===== src/rtl/keypad_entry_ctrl.sv =====
// keypad_entry_ctrl: 4x4 keypad scanner with press/release debounce and
// a 3-digit entry shift register feeding the display multiplexer.
// Build option: define KEYPAD_ROW_SYNC_EN to pass row_in through a 2-flop
// synchronizer; otherwise row_in is used directly (synchronous stimulus).
//
//  state      | meaning
//  -----------+--------------------------------------------------------
//  S_SCAN     | drive one column per dwell, look for any low row
//  S_DEBOUNCE | column held, require the latched row to stay low
//  S_CAPTURE  | one cycle: shift in decoded digit or clear on invalid key
//  S_RELEASE  | column held, require all rows high before scanning again
module keypad_entry_ctrl #(
  parameter int SCAN_CNT     = 1000,
  parameter int DEBOUNCE_CNT = 50000
) (
  input  logic       clk,
  input  logic       rst_n,
  input  logic [3:0] row_in,
  output logic [3:0] col_out,
  output logic [1:0] key_row,
  output logic [1:0] key_col,
  input  logic [3:0] key_bcd,
  input  logic       key_valid,
  output logic [3:0] digit0,
  output logic [3:0] digit1,
  output logic [3:0] digit2,
  output logic       key_strobe
);

  localparam int CNT_MAX = (SCAN_CNT > DEBOUNCE_CNT) ? SCAN_CNT : DEBOUNCE_CNT;
  localparam int CW      = $clog2(CNT_MAX + 1);
  localparam logic [CW-1:0] SCAN_LAST = CW'(SCAN_CNT - 1);
  localparam logic [CW-1:0] DB_LAST   = CW'(DEBOUNCE_CNT - 1);

  typedef enum logic [1:0] {S_SCAN, S_DEBOUNCE, S_CAPTURE, S_RELEASE} state_t;

  state_t        state, state_nxt;
  logic [CW-1:0] cnt;
  logic [1:0]    col_idx;
  logic [3:0]    row_s;
  logic [1:0]    row_low_idx;
  logic          row_any_low;
  logic          key_bit_low;
  logic          capture_en;

`ifdef KEYPAD_ROW_SYNC_EN
  logic [3:0] row_m, row_q;

  // Two-flop synchronizer; idle (all rows high) out of reset.
  always_ff @(posedge clk or negedge rst_n) begin
    if (!rst_n) begin
      row_m <= 4'hF;
      row_q <= 4'hF;
    end else begin
      row_m <= row_in;
      row_q <= row_m;
    end
  end

  assign row_s = row_q;
`else
  assign row_s = row_in;
`endif

  assign row_any_low = (row_s != 4'hF);
  assign key_bit_low = ~row_s[key_row];

  // Lowest-index low row wins when several rows are low at once.
  always_comb begin
    row_low_idx = 2'd0;
    if      (!row_s[0]) row_low_idx = 2'd0;
    else if (!row_s[1]) row_low_idx = 2'd1;
    else if (!row_s[2]) row_low_idx = 2'd2;
    else if (!row_s[3]) row_low_idx = 2'd3;
  end

  // State register.
  always_ff @(posedge clk or negedge rst_n) begin
    if (!rst_n) state <= S_SCAN;
    else        state <= state_nxt;
  end

  // Next-state logic.
  always_comb begin
    state_nxt = state;
    case (state)
      S_SCAN:     if (cnt == SCAN_LAST && row_any_low) state_nxt = S_DEBOUNCE;
      S_DEBOUNCE: if (!key_bit_low)                    state_nxt = S_SCAN;
                  else if (cnt == DB_LAST)             state_nxt = S_CAPTURE;
      S_CAPTURE:                                       state_nxt = S_RELEASE;
      S_RELEASE:  if (!row_any_low && cnt == DB_LAST)  state_nxt = S_SCAN;
      default:                                         state_nxt = S_SCAN;
    endcase
  end

  // Outputs decoded from state: one-cold column drive and capture enable.
  always_comb begin
    col_out    = ~(4'b0001 << col_idx);
    capture_en = (state == S_CAPTURE);
  end

  // Shared dwell/debounce counter, column index and latched key position.
  always_ff @(posedge clk or negedge rst_n) begin
    if (!rst_n) begin
      cnt     <= '0;
      col_idx <= 2'd0;
      key_row <= 2'd0;
      key_col <= 2'd0;
    end else begin
      case (state)
        S_SCAN: begin
          if (cnt == SCAN_LAST) begin
            cnt <= '0;
            if (row_any_low) begin
              key_row <= row_low_idx;
              key_col <= col_idx;
            end else begin
              col_idx <= col_idx + 2'd1;
            end
          end else begin
            cnt <= cnt + CW'(1);
          end
        end
        S_DEBOUNCE: begin
          if (!key_bit_low) begin
            cnt     <= '0;
            col_idx <= col_idx + 2'd1;
          end else if (cnt == DB_LAST) begin
            cnt <= '0;
          end else begin
            cnt <= cnt + CW'(1);
          end
        end
        S_CAPTURE: cnt <= '0;
        S_RELEASE: begin
          if (row_any_low) begin
            cnt <= '0;
          end else if (cnt == DB_LAST) begin
            cnt     <= '0;
            col_idx <= col_idx + 2'd1;
          end else begin
            cnt <= cnt + CW'(1);
          end
        end
        default: cnt <= '0;
      endcase
    end
  end

  // Digit shift register: valid key shifts in, invalid key clears all digits.
  always_ff @(posedge clk or negedge rst_n) begin
    if (!rst_n) begin
      digit0     <= 4'd0;
      digit1     <= 4'd0;
      digit2     <= 4'd0;
      key_strobe <= 1'b0;
    end else begin
      key_strobe <= capture_en;
      if (capture_en) begin
        if (key_valid) begin
          digit2 <= digit1;
          digit1 <= digit0;
          digit0 <= key_bcd;
        end else begin
          digit2 <= 4'd0;
          digit1 <= 4'd0;
          digit0 <= 4'd0;
        end
      end
    end
  end

endmodule


===== config.mk =====
export PLATFORM = sky130hd
export DESIGN_NAME = keypad_entry_ctrl
export DESIGN_NICKNAME = d
export VERILOG_FILES = /design/src/rtl/keypad_entry_ctrl.sv
export SDC_FILE = /design/constraint.sdc
export NUM_CORES = 1
export LEC_CHECK = 0
export ABC_AREA = 1
export CORE_AREA = 4 4 75 77
export CTS_CLUSTER_DIAMETER = 200
export DETAILED_ROUTE_END_ITERATION = 8
export DIE_AREA = 0 0 79 81
export GPL_TIMING_DRIVEN = 0
export HOLD_SLACK_MARGIN = 0.12
export PLACE_DENSITY = 0.66
export SLEW_MARGIN = 20
export SYNTH_ARGS = -nofsm -noshare
export SYNTH_HDL_FRONTEND = slang
export SYNTH_SLANG_ARGS = --single-unit

===== constraint.sdc =====
create_clock -name clk -period 1.4 [get_ports clk]
set_input_delay 0.28 -clock clk [delete_from_list [all_inputs] [get_ports clk]]
set_output_delay 0.28 -clock clk [all_outputs]
set_load 0.01 [all_outputs]

==> flow_metrics.env <==
export IMPL_outcome="finished with violations"
export IMPL_violations="setup timing"
export IMPL_synth_area_um2=2030
export IMPL_ctsLongestPathBuffers=2
export IMPL_p_sw_mw=0.469
export IMPL_synth_area_leaders="dfrtp_1 46%, nand2_1 13%, inv_1 6.1%"
export IMPL_min_path_cells=4
export IMPL_antenna_found_initial=0
export IMPL_setup_slack_ns=-0.152
export IMPL_fin_crit_sh_pct=111
export IMPL_period_needed_ns=1.55
export IMPL_dr_pass1_iters=4
export IMPL_cp_end_kind="register"
export IMPL_critical_path_arrival_ns=1.74
export IMPL_nFillCells=459
export IMPL_yosys_area_top_type_share_pct=45.7
export IMPL_start_util_pct=40.4
export IMPL_h_tree_depth=2
export IMPL_synth_fp_nets=273
export IMPL_dp_final_hpwl_mm=2.96
export IMPL_place_congestion=0.794
export IMPL_power_frac_seq_pct=49.4
export IMPL_fin_skew_ns=0.00703
export IMPL_std_cell_rows=26
export IMPL_grt_pass1_wl_mm=8.02
export IMPL_clockPowerShare_pct=45.8
export IMPL_tns_ns=-2.05
export IMPL_coreArea_um2=5010
export IMPL_yosysWarnings=0
export IMPL_placed_cells=359
export IMPL_die_area_um2=6400
export IMPL_wirelength_mm=4.88
export IMPL_crit_family="simple AND/OR/NAND/NOR gates"
export IMPL_swShare_pct=21.6
export IMPL_critPathMostFrequentCell="nor2_2"
export IMPL_worst_pin_slew_ns=0.441
export IMPL_diodes=0
export IMPL_vias_per_cell=4.70
export IMPL_place_worst_setup_slack_ns=-0.418
export IMPL_cp_buffers_inverters=4
export IMPL_p_int_mw=1.70
export IMPL_cts_root_buffer="clkbuf_8"
export IMPL_required_ns=1.58
export IMPL_max_vdd_ir_drop_uv=507
export IMPL_crit_slowest_cell="dfrtp_1"
export IMPL_vias=1865
export IMPL_multi_input_area_um2=1070
export IMPL_cts_sinks=37
export IMPL_cts_tree="built"
export IMPL_drc=0
export IMPL_crit_fanout=5
export IMPL_die_y_um=81
export IMPL_min_path_type="in2reg"
export IMPL_yosysTopAreaCell="dfrtp_1"
export IMPL_ys_ff_latch=37
export IMPL_yosysSeqAreaShare_pct=45.7
export IMPL_port_buffers=31
export IMPL_seq_area_um2=927
export IMPL_synth_cell_types=25
export IMPL_grt_pass1_vias=1787
export IMPL_cts_made_buffers=5
export IMPL_cpPeakStageDelay_ns=0.42
export IMPL_routedWlPerCell_um=12.3
export IMPL_antenna_left=0
export IMPL_drt_iter0_markers=89
export IMPL_hold_violations=0
export IMPL_crit_path_start_kind="register"
export IMPL_drv_slew=0
export IMPL_fmax_mhz=644
export IMPL_relSlewSlack_pct=70.6
export IMPL_power_density_nw_per_um2=720
export IMPL_finalNonFillerCells=397
export IMPL_nets=342
export IMPL_worstSkewPairLatency_ns=0.30
export IMPL_grt_ovfl_total=0
export IMPL_reg2reg_depth=10
export IMPL_syn_area_per_cell_um2=7.88
export IMPL_path_cells="inv_1 -> nand3_1 -> nor2_2 -> nand2_1 -> nand2_2 -> nand2_4 -> inv_4 -> buf_12 -> buf_16 -> nor2_2"
export IMPL_maxCapViolCount=0
export IMPL_synthCells=257
export IMPL_grt_max_degree=29
export IMPL_areaGrowthSynthToFinish_pct=48.4
export IMPL_p_leak_nw=1.36
export IMPL_worstSetupPathType="reg2reg"
export IMPL_grtUsageTotal_pct=16.0
export IMPL_worst_path_stages=10
export IMPL_cts_clk_slew_worst_paths_ns=0.08
export IMPL_fp_dieW_um=79
export IMPL_p_comb_share_pct=4.8
export IMPL_drive_gt1_share_pct=32.7
export IMPL_setup_viol=27
export IMPL_holdWs_ns=0.371
export IMPL_rsz0062_at_grt="true"
export IMPL_io_pins=32
[worst paths after layout]
| kind | start | endpoint | slack, ns |
|---|---|---|---|
| max | cnt[3]$_DFF_PN0_ | cnt[6]$_DFF_PN0_ | -0.15 |
| min | row_in[3] | key_row[0]$_DFFE_PN0P_ | 0.37 |
| max reg2reg | cnt[3]$_DFF_PN0_ | cnt[6]$_DFF_PN0_ | -0.15 |
| min reg2reg | digit2[3]$_DFFE_PN0P_ | digit2[3]$_DFFE_PN0P_ | 0.48 |
| max in group asynchronous | rst_n | asynchronous set/reset pin | 0.58 |
| min in group asynchronous | rst_n | cnt[8]$_DFF_PN0_ | 0.39 |
[repair_timing]
action,CTS,global route
endpoints found under the setup margin,44,39
setup buffers,24,6
cloned,1,0
hold endpoints to repair,9,0
hold buffers,1,0
gates resized for setup,70,32
pin swaps,5,7
[stage by stage]
stage	utilization, %	area (µm²)	power [mW]
global placement	48.4	2430	1.17
global route	60.0	3010	2.22
CTS	57.2	2870	2.17
detailed placement	48.7	2440	1.18
floorplan	-	2030	1.12
finish	60.0	3010	2.17
[power by group through the flow]
stage	clock network, mW	registers (mW)	logic, mW
final	0.992	1.07	0.105
after CTS	0.999	1.07	0.106
after floorplan	0	1.09	0.0249
after global routing	1.04	1.07	0.117
after detailed placement	0	1.09	0.0890
after global placement	0	1.09	0.0831
[cells by family (layout without fill, tap and decap cells)]
logic type                 count (synthesis)  count (layout)  share of synthesized area, %
and+or+nand+nor                          152             152                          35.2
buffers and inverters                     43             113                          9.33
DFF                                       37              37                          45.7
adders and majority gates                  5               5                          3.09
xor gates and xnor gates                   9               9                          3.89
AOI/OAI and AO/OA                         11              11                          2.78
[cell usage in the layout, fill, tap and decap left out, drive strengths merged]
master,count
xnor2,3
o21ai,5
bufinv,1
nor4,1
nand2,76
dfrtp,37
ha,5
dlygate4sd2,18
clkbuf,8
a31oi,1
nand3,26
clkdlybuf4s50,6
clkdlybuf4s15,1
dlymetal6s2s,1
dlygate4sd3,1
nor2,39
inv,38
xor2,6
buf,38
nor3,3
clkinvlp,1
nand4,7
a21oi,5
[layer usage]
layer  vias up  track usage (%)  part of all wire [%]
met5         -                0                     0
met4         0             4.12                  0.98
met3         5             4.43                   4.4
met2        38             27.0                    50
met1       883             20.3                    45
li1        939                -                     -
[worst reg2reg max path: stages (launching register included)]
cell	delay, ns
dfrtp_1	0.42
inv_1	0.17
nand3_1	0.12
nor2_2	0.13
nand2_1	0.09
nand2_2	0.12
nand2_4	0.08
inv_4	0.08
buf_12	0.11
buf_16	0.11
nor2_2	0.03
[synth_stat cells]
master / instances
dfrtp_1: 37
xor2_1: 6
inv_1: 33
nand3_2: 4
buf_12: 1
nand2_1: 72
nand4_1: 7
inv_2: 4
ha_1: 5
buf_2: 1
xnor2_1: 3
nand2_2: 4
a21oi_1: 5
nor2_1: 23
o21ai_0: 5
a31oi_1: 1
nor2_2: 15
nor2_4: 1
nor3_4: 1
nor4_1: 1
clkbuf_1: 2
nor3_1: 2
inv_4: 1
nand3_1: 22
buf_6: 1
[layout make-up]
cell class | instances | area share, %
Multi-Input combinational cell | 177 | 35.7
Inverter | 38 | 5.24
Clock buffer | 6 | 2.75
Timing Repair Buffer | 63 | 20.5
Tap cell | 70 | 2.91
Buffer | 4 | 0.832
Sequential cell | 37 | 30.8
Clock inverter | 2 | 1.25
[flip-flops by register name, indices dropped and copies added, names as in the netlist, named ones only]
signal      count
state           1
digit2          4
cnt            16
key_row         2
digit1          4
key_col         2
col_idx         2
digit0          4
key_strobe      1
Note: power is estimated with default switching activity, not from simulation.
==> edit 1 (same settings) <==
Add a define of `KEYPAD_ROW_SYNC_EN`.
--- a/src/rtl/keypad_entry_ctrl.sv
+++ b/src/rtl/keypad_entry_ctrl.sv
@@ -9,6 +9,8 @@
 //  S_DEBOUNCE | column held, require the latched row to stay low
 //  S_CAPTURE  | one cycle: shift in decoded digit or clear on invalid key
 //  S_RELEASE  | column held, require all rows high before scanning again
+`define KEYPAD_ROW_SYNC_EN
+
 module keypad_entry_ctrl #(
   parameter int SCAN_CNT     = 1000,
   parameter int DEBOUNCE_CNT = 50000
Function: same outputs for any inputs over 10 cycles, from zero or initial values and one cycle with rst_n low; that may be too few to reach the edited logic, so the function may still have changed.
==> edit 1 against the unedited design <==
- the flow still finishes with violations (setup timing)
- sequential share of layout area up 4.0 points
- global-route usage up 0.72 points
- area after synthesis up 11%
- combinational power down 27%
- total power up 12%
- worst setup slack better by 26 ps
- routed wire length up 2.2%
- count of clock-buffer cells in the layout unchanged
- cell area up 9.3%
- via count up 6.8%
- sequential cell count up 8
- clock power up 4%
- fmax up 1.7%
- die area unchanged
- largest cell class unchanged
==> edit 1: results (changes against the unedited design) <==
• transition time of the tightest slew-check pin: 424.6 ps, -16.30 ps
• total vias in the final route: 1,992, +6.8%
• worst path setup slack after routing: -125.5 ps, +26.30 ps
• main area contributors after synthesis: sky130_fd_sc_hd__dfrtp_1, sky130_fd_sc_hd__nand2_1, sky130_fd_sc_hd__dfstp_2
• Hold/Removal Path Class: register to register
• DRT Pass-1 Iters: 4, unchanged
• Worst EP arrival: 1700 ps, -40 ps
• delay of the slowest cell on the worst path: 450 ps, +30 ps
• crit path max-delay cell type: sky130_fd_sc_hd__dfrtp_2
• number of I/O port buffers: 31, unchanged
• most numerous cell types in the synthesized netlist: sky130_fd_sc_hd__nand2_1, sky130_fd_sc_hd__dfrtp_1, sky130_fd_sc_hd__inv_1
• placed cells: 378, +5.3%
• clock root cell: sky130_fd_sc_hd__clkbuf_8
• pin count of the biggest net entering global routing: 33, +14%
• mean instance size in the synthesized netlist: 8.124 µm², +3.1%
• sequential share of the synthesized area: 50.67%, +5.0 points
• final number of hold-violating endpoints: 0, unchanged
• TritonCTS Buffers: 5, unchanged
• Setup TNS Final: -940.8 ps, +1114 ps
• average wire length per cell after detail routing: 11.90 µm, -3.2%
• fraction of final layout cells sized beyond drive strength 1: 33.81%, +1.1 points
• register with the most flip-flops: cnt
• number of gates resized after CTS: 68, -2.9%
• hold bufs inserted after CTS: 1, unchanged
• most used flip-flop cell after synthesis: sky130_fd_sc_hd__dfrtp_1
• Clk pin slew, worst setup/hold paths: 80 ps, about the same
• worst slack at placement: -237.4 ps, +181.0 ps
• Yosys warning count: 0, unchanged
• failing checks: setup timing
• setup skew after layout: 10.17 ps, +3.134 ps
• number of antenna violations at the first check in global routing: 0, unchanged
• adder-cell area share of the yosys netlist: 2.790%, -0.30 points
• total routed wirelength: 4987 µm, +2.2%
• placed cell area: 2658 µm², +8.9%
• total nets after synthesis: 292, +7.0%
• setup fix buffers added after clock tree synthesis: 22, -8.3%
• fraction of synthesized area in multiplexers: 0%, unchanged
• count of nets after finishing: 364, +6.4%
• static leakage: 0.001486 µW, +9.6%
• maximum VDD drop: 0.5145 mV, +1.4%
• half-perimeter wire length after detailed placement: 3135 µm, +5.8%
• largest driver fanout on the critical path: 5, unchanged
• post-synthesis async set-or-reset flop share: 100.0%, unchanged
• global-route wire length before repair: 8500 µm, +5.9%
• routability cong.: 0.8341, +5.1%
• number of flip-flops under the largest register name: 16, unchanged
• number of buffers on the longest clock path: 2, unchanged
• status: finished with violations
• Setup Viol. Count Final: 23, -15%
• clock latency on the worst-skew pair: 300 ps, about the same
• Synth Area in Compound Gates: 2.567%, -0.21 points
• ANT cells: 0, unchanged
• drt first-iter violations: 136, +53%
• synthesized-area fraction occupied by xor and xnor cells: 3.906%, +0.015 points
• combined global-route utilization of all metal layers: 16.70%, +0.72 points
• level count of the clock H-tree: 2, unchanged
• count of different cell masters after synthesis: 24, -4.0%
[edit 1: worst max-delay path: cells and delay by family (launching register included)]
kind,cells,cell delay (ps)
flip-flops,1,450
buffers and inverters,3,320
AND/OR/NAND/NOR,6,590
AO/OA/AOI/OAI,1,60
[edit 1: cell families (layout without fill, tap and decap cells)]
kind of cell               count (synthesis)  in the layout
AOI/OAI and AO/OA                         11             11
xor gates and xnor gates                  10             10
adders and majority gates                  5              5
buffers and inverters                     40            113
DFF                                       45             45
and+or+nand+nor                          165            165
[edit 1: power by group]
group          total [µW]  switching [µW]  internal, µW
sequential           1330            6.86          1320
combinational        76.4            40.9          35.6
clock                1030             450           581
total                2430             498          1940
[edit 1: metal layers]
layer | share of wire [%] | vias up | track usage, % | routed length (µm)
met5 | 0 | - | 0 | 0
met4 | 0.72 | 0 | 5.326 | 36
met3 | 4.7 | 5 | 5.100 | 236
met2 | 49 | 64 | 27.10 | 2459
met1 | 45 | 922 | 21.43 | 2255
li1 | - | 1001 | - | -
[edit 1: area by class of cell]
class,count,area [µm²]
Multi-Input combinational cell,191,1150
Sequential cell,45,1145
Clock inverter,2,37.54
Timing Repair Buffer,65,606.8
Inverter,36,142.6
Buffer,4,33.78
Tap cell,70,87.58
Clock buffer,6,82.58
Fill cell,410,1724
[edit 1: worst paths after layout]
check | start | endpoint | slack, ps | depth (start not counted)
max in group asynchronous | rst_n | row_q[1] | 440 | 3
min reg2reg | row_m[3] | row_q[3] | 360 | 0
max reg2reg | cnt[12] | cnt[9] | -130 | 10
min | row_m[3] | row_q[3] | 360 | 0
max | cnt[12] | cnt[9] | -130 | 10
min in group asynchronous | rst_n | cnt[13] | 410 | 2
==> edit 2 (config.mk and constraints unchanged) <==
Made on the original files. Put a register stage on the output `col_out`, without a reset. The value now appears one clock later. The other outputs are not delayed to match.
--- a/src/rtl/keypad_entry_ctrl.sv
+++ b/src/rtl/keypad_entry_ctrl.sv
@@ -33,6 +33,8 @@
   localparam logic [CW-1:0] DB_LAST   = CW'(DEBOUNCE_CNT - 1);
 
   typedef enum logic [1:0] {S_SCAN, S_DEBOUNCE, S_CAPTURE, S_RELEASE} state_t;
+
+  logic [3:0] col_d;
 
   state_t        state, state_nxt;
   logic [CW-1:0] cnt;
@@ -95,7 +97,7 @@
 
   // Outputs decoded from state: one-cold column drive and capture enable.
   always_comb begin
-    col_out    = ~(4'b0001 << col_idx);
+    col_d      = ~(4'b0001 << col_idx);
     capture_en = (state == S_CAPTURE);
   end
 
@@ -170,5 +172,9 @@
     end
   end
 
+  always_ff @(posedge clk) begin
+    col_out <= col_d;
+  end
+
 endmodule
 
Formal check against the unedited RTL: same outputs for any inputs over 10 cycles, from zero or initial values and one cycle with rst_n low; that may be too few to reach the edited logic, so the function may still have changed.
==> edit 2 against the unedited design <==
- the run still ends with setup timing left
- area after synthesis rose by 4.3%
- final cell count rose by 1.0%
- cell area fell by 3.3%
- worst setup slack improved by 75 ps
- core utilization fell by 2.0 points
- routed wire length fell by 2.4%
- sequential cell count rose by 4
Power is not compared: it rests on default switching activity, and its combinational part moved more than twofold at a synthesized area within 25%.
==> edit 2: results (changes against the unedited design) <==
• number of global-route vias before repair: 1,785, -0.11%
• crit path max-delay cell type: sky130_fd_sc_hd__dfrtp_1
• TritonCTS Buffers: 5, unchanged
• status: finished with violations
• Setup Viol. Count Final: 18, -33%
• placed cell area: 2535 µm², +3.8%
• main area contributors after synthesis: sky130_fd_sc_hd__dfrtp_1, sky130_fd_sc_hd__nand2_1, sky130_fd_sc_hd__nand3_1
• global-route wire length before repair: 7824 µm, -2.5%
• maximum VDD drop: 0.8629 mV
• most numerous cell types in the synthesized netlist: sky130_fd_sc_hd__nand2_1, sky130_fd_sc_hd__dfrtp_1, sky130_fd_sc_hd__inv_1
• worst path setup slack after routing: -76.68 ps, +75.09 ps
• failing checks: setup timing
• average wire length per cell after detail routing: 11.87 µm, -3.4%
• drt first-iter violations: 113, +27%
• total nets after synthesis: 288, +5.5%
• Switching Share: 36.29%
• register with the most flip-flops: cnt
• routability cong.: 0.7846, -1.1%
• placed cells: 374, +4.2%
• sequential share of the synthesized area: 47.63%, +1.9 points
• mean instance size in the synthesized netlist: 7.765 µm², -1.5%
• setup skew after layout: 5.438 ps, -1.596 ps
• post-synthesis async set-or-reset flop share: 90.24%, -9.8 points
• total routed wirelength: 4761 µm, -2.4%
• fraction of final layout cells sized beyond drive strength 1: 24.77%, -7.9 points
• delay of the slowest cell on the worst path: 400 ps, -20 ps
• pin count of the biggest net entering global routing: 21, -28%
• level count of the clock H-tree: 2, unchanged
• combined global-route utilization of all metal layers: 15.42%, -0.56 points
• Worst EP arrival: 1660 ps, -80 ps
• clock latency on the worst-skew pair: 290 ps
• static leakage: 0.001418 µW
• number of gates resized after CTS: 34, -51%
• count of different cell masters after synthesis: 24, -4.0%
• ANT cells: 0, unchanged
• number of filler cells placed in the layout: 488, +6.3%
• number of buffers on the longest clock path: 2, unchanged
• worst slack at placement: -396.8 ps, +21.59 ps
• Clk pin slew, worst setup/hold paths: 70 ps
• count of nets after finishing: 346, +1.2%
• startpoint of the most critical setup path: cnt[1]
• setup fix buffers added after clock tree synthesis: 14, -42%
• Yosys warning count: 0, unchanged
• worst hold-check slack: 431.6 ps, +60.73 ps
• half-perimeter wire length after detailed placement: 2986 µm, +0.78%
• DRT Pass-1 Iters: 4, unchanged
• largest driver fanout on the critical path: 5, unchanged
• transition time of the tightest slew-check pin: 451.7 ps, +10.80 ps
• HP Start: row_in[0]
• drt via density: 4.728, +0.65%
-- edit 2: layout make-up --
type / count / share of cell area [%]
Tap cell: 70 / 3.013
Clock buffer: 6 / 2.497
Buffer: 3 / 0.4735
Inverter: 36 / 4.735
Timing Repair Buffer: 52 / 16.79
Clock inverter: 2 / 1.205
Sequential cell: 41 / 34.83
Multi-Input combinational cell: 191 / 36.46
-- edit 2: final timing paths --
kind                              end  cells after the start
setup / recovery               cnt[9]                      9
hold / removal             key_row[0]                      3
setup reg to reg               cnt[9]                      9
hold reg to reg             digit2[3]                      2
max in group asynchronous      cnt[4]                      3
min in group asynchronous   digit1[2]                      2
-- edit 2: routing by layer --
metal | routed length, µm | vias to the layer above | GRT usage [%]
li1 | - | 965 | -
met1 | 2180 | 871 | 19.51
met2 | 2248 | 46 | 25.76
met3 | 200 | 14 | 2.661
met4 | 131 | 0 | 7.216
met5 | 0 | - | 0
-- edit 2: kinds of logic after synthesis --
group,count (synthesis),share of synthesized area [%]
fa+ha+maj,5,2.962
buf+inv,40,7.998
compound gates,11,2.725
xor+xnor,10,4.147
simple gates,165,34.54
flops,41,47.63
-- edit 2: power groups by stage --
stage | combinational [µW] | sequential, µW | clock [µW]
after global placement | 1450 | 1730 | 0
after CTS | 1780 | 1700 | 955
after global routing | 1940 | 1780 | 1020
after detailed placement | 1480 | 1730 | 0
final | 1730 | 1730 | 929
after floorplan | 785 | 1790 | 0
-- edit 2: through the flow --
step | setup TNS (ps) | utilization [%]
floorplan | -85.85 | -
global placement | -39380 | 50.15
detailed placement | -7588 | 50.60
CTS | -880.6 | 56.02
global route | -2511 | 58.02
finish | -935.6 | 58.02
-- edit 2: worst max-delay path: cells and delay by family, from the launching register on --
family	cells	cell delay, ps
and+or+nand+nor	6	530
DFF	1	400
buffers and inverters	2	240
adders and majority gates	1	200
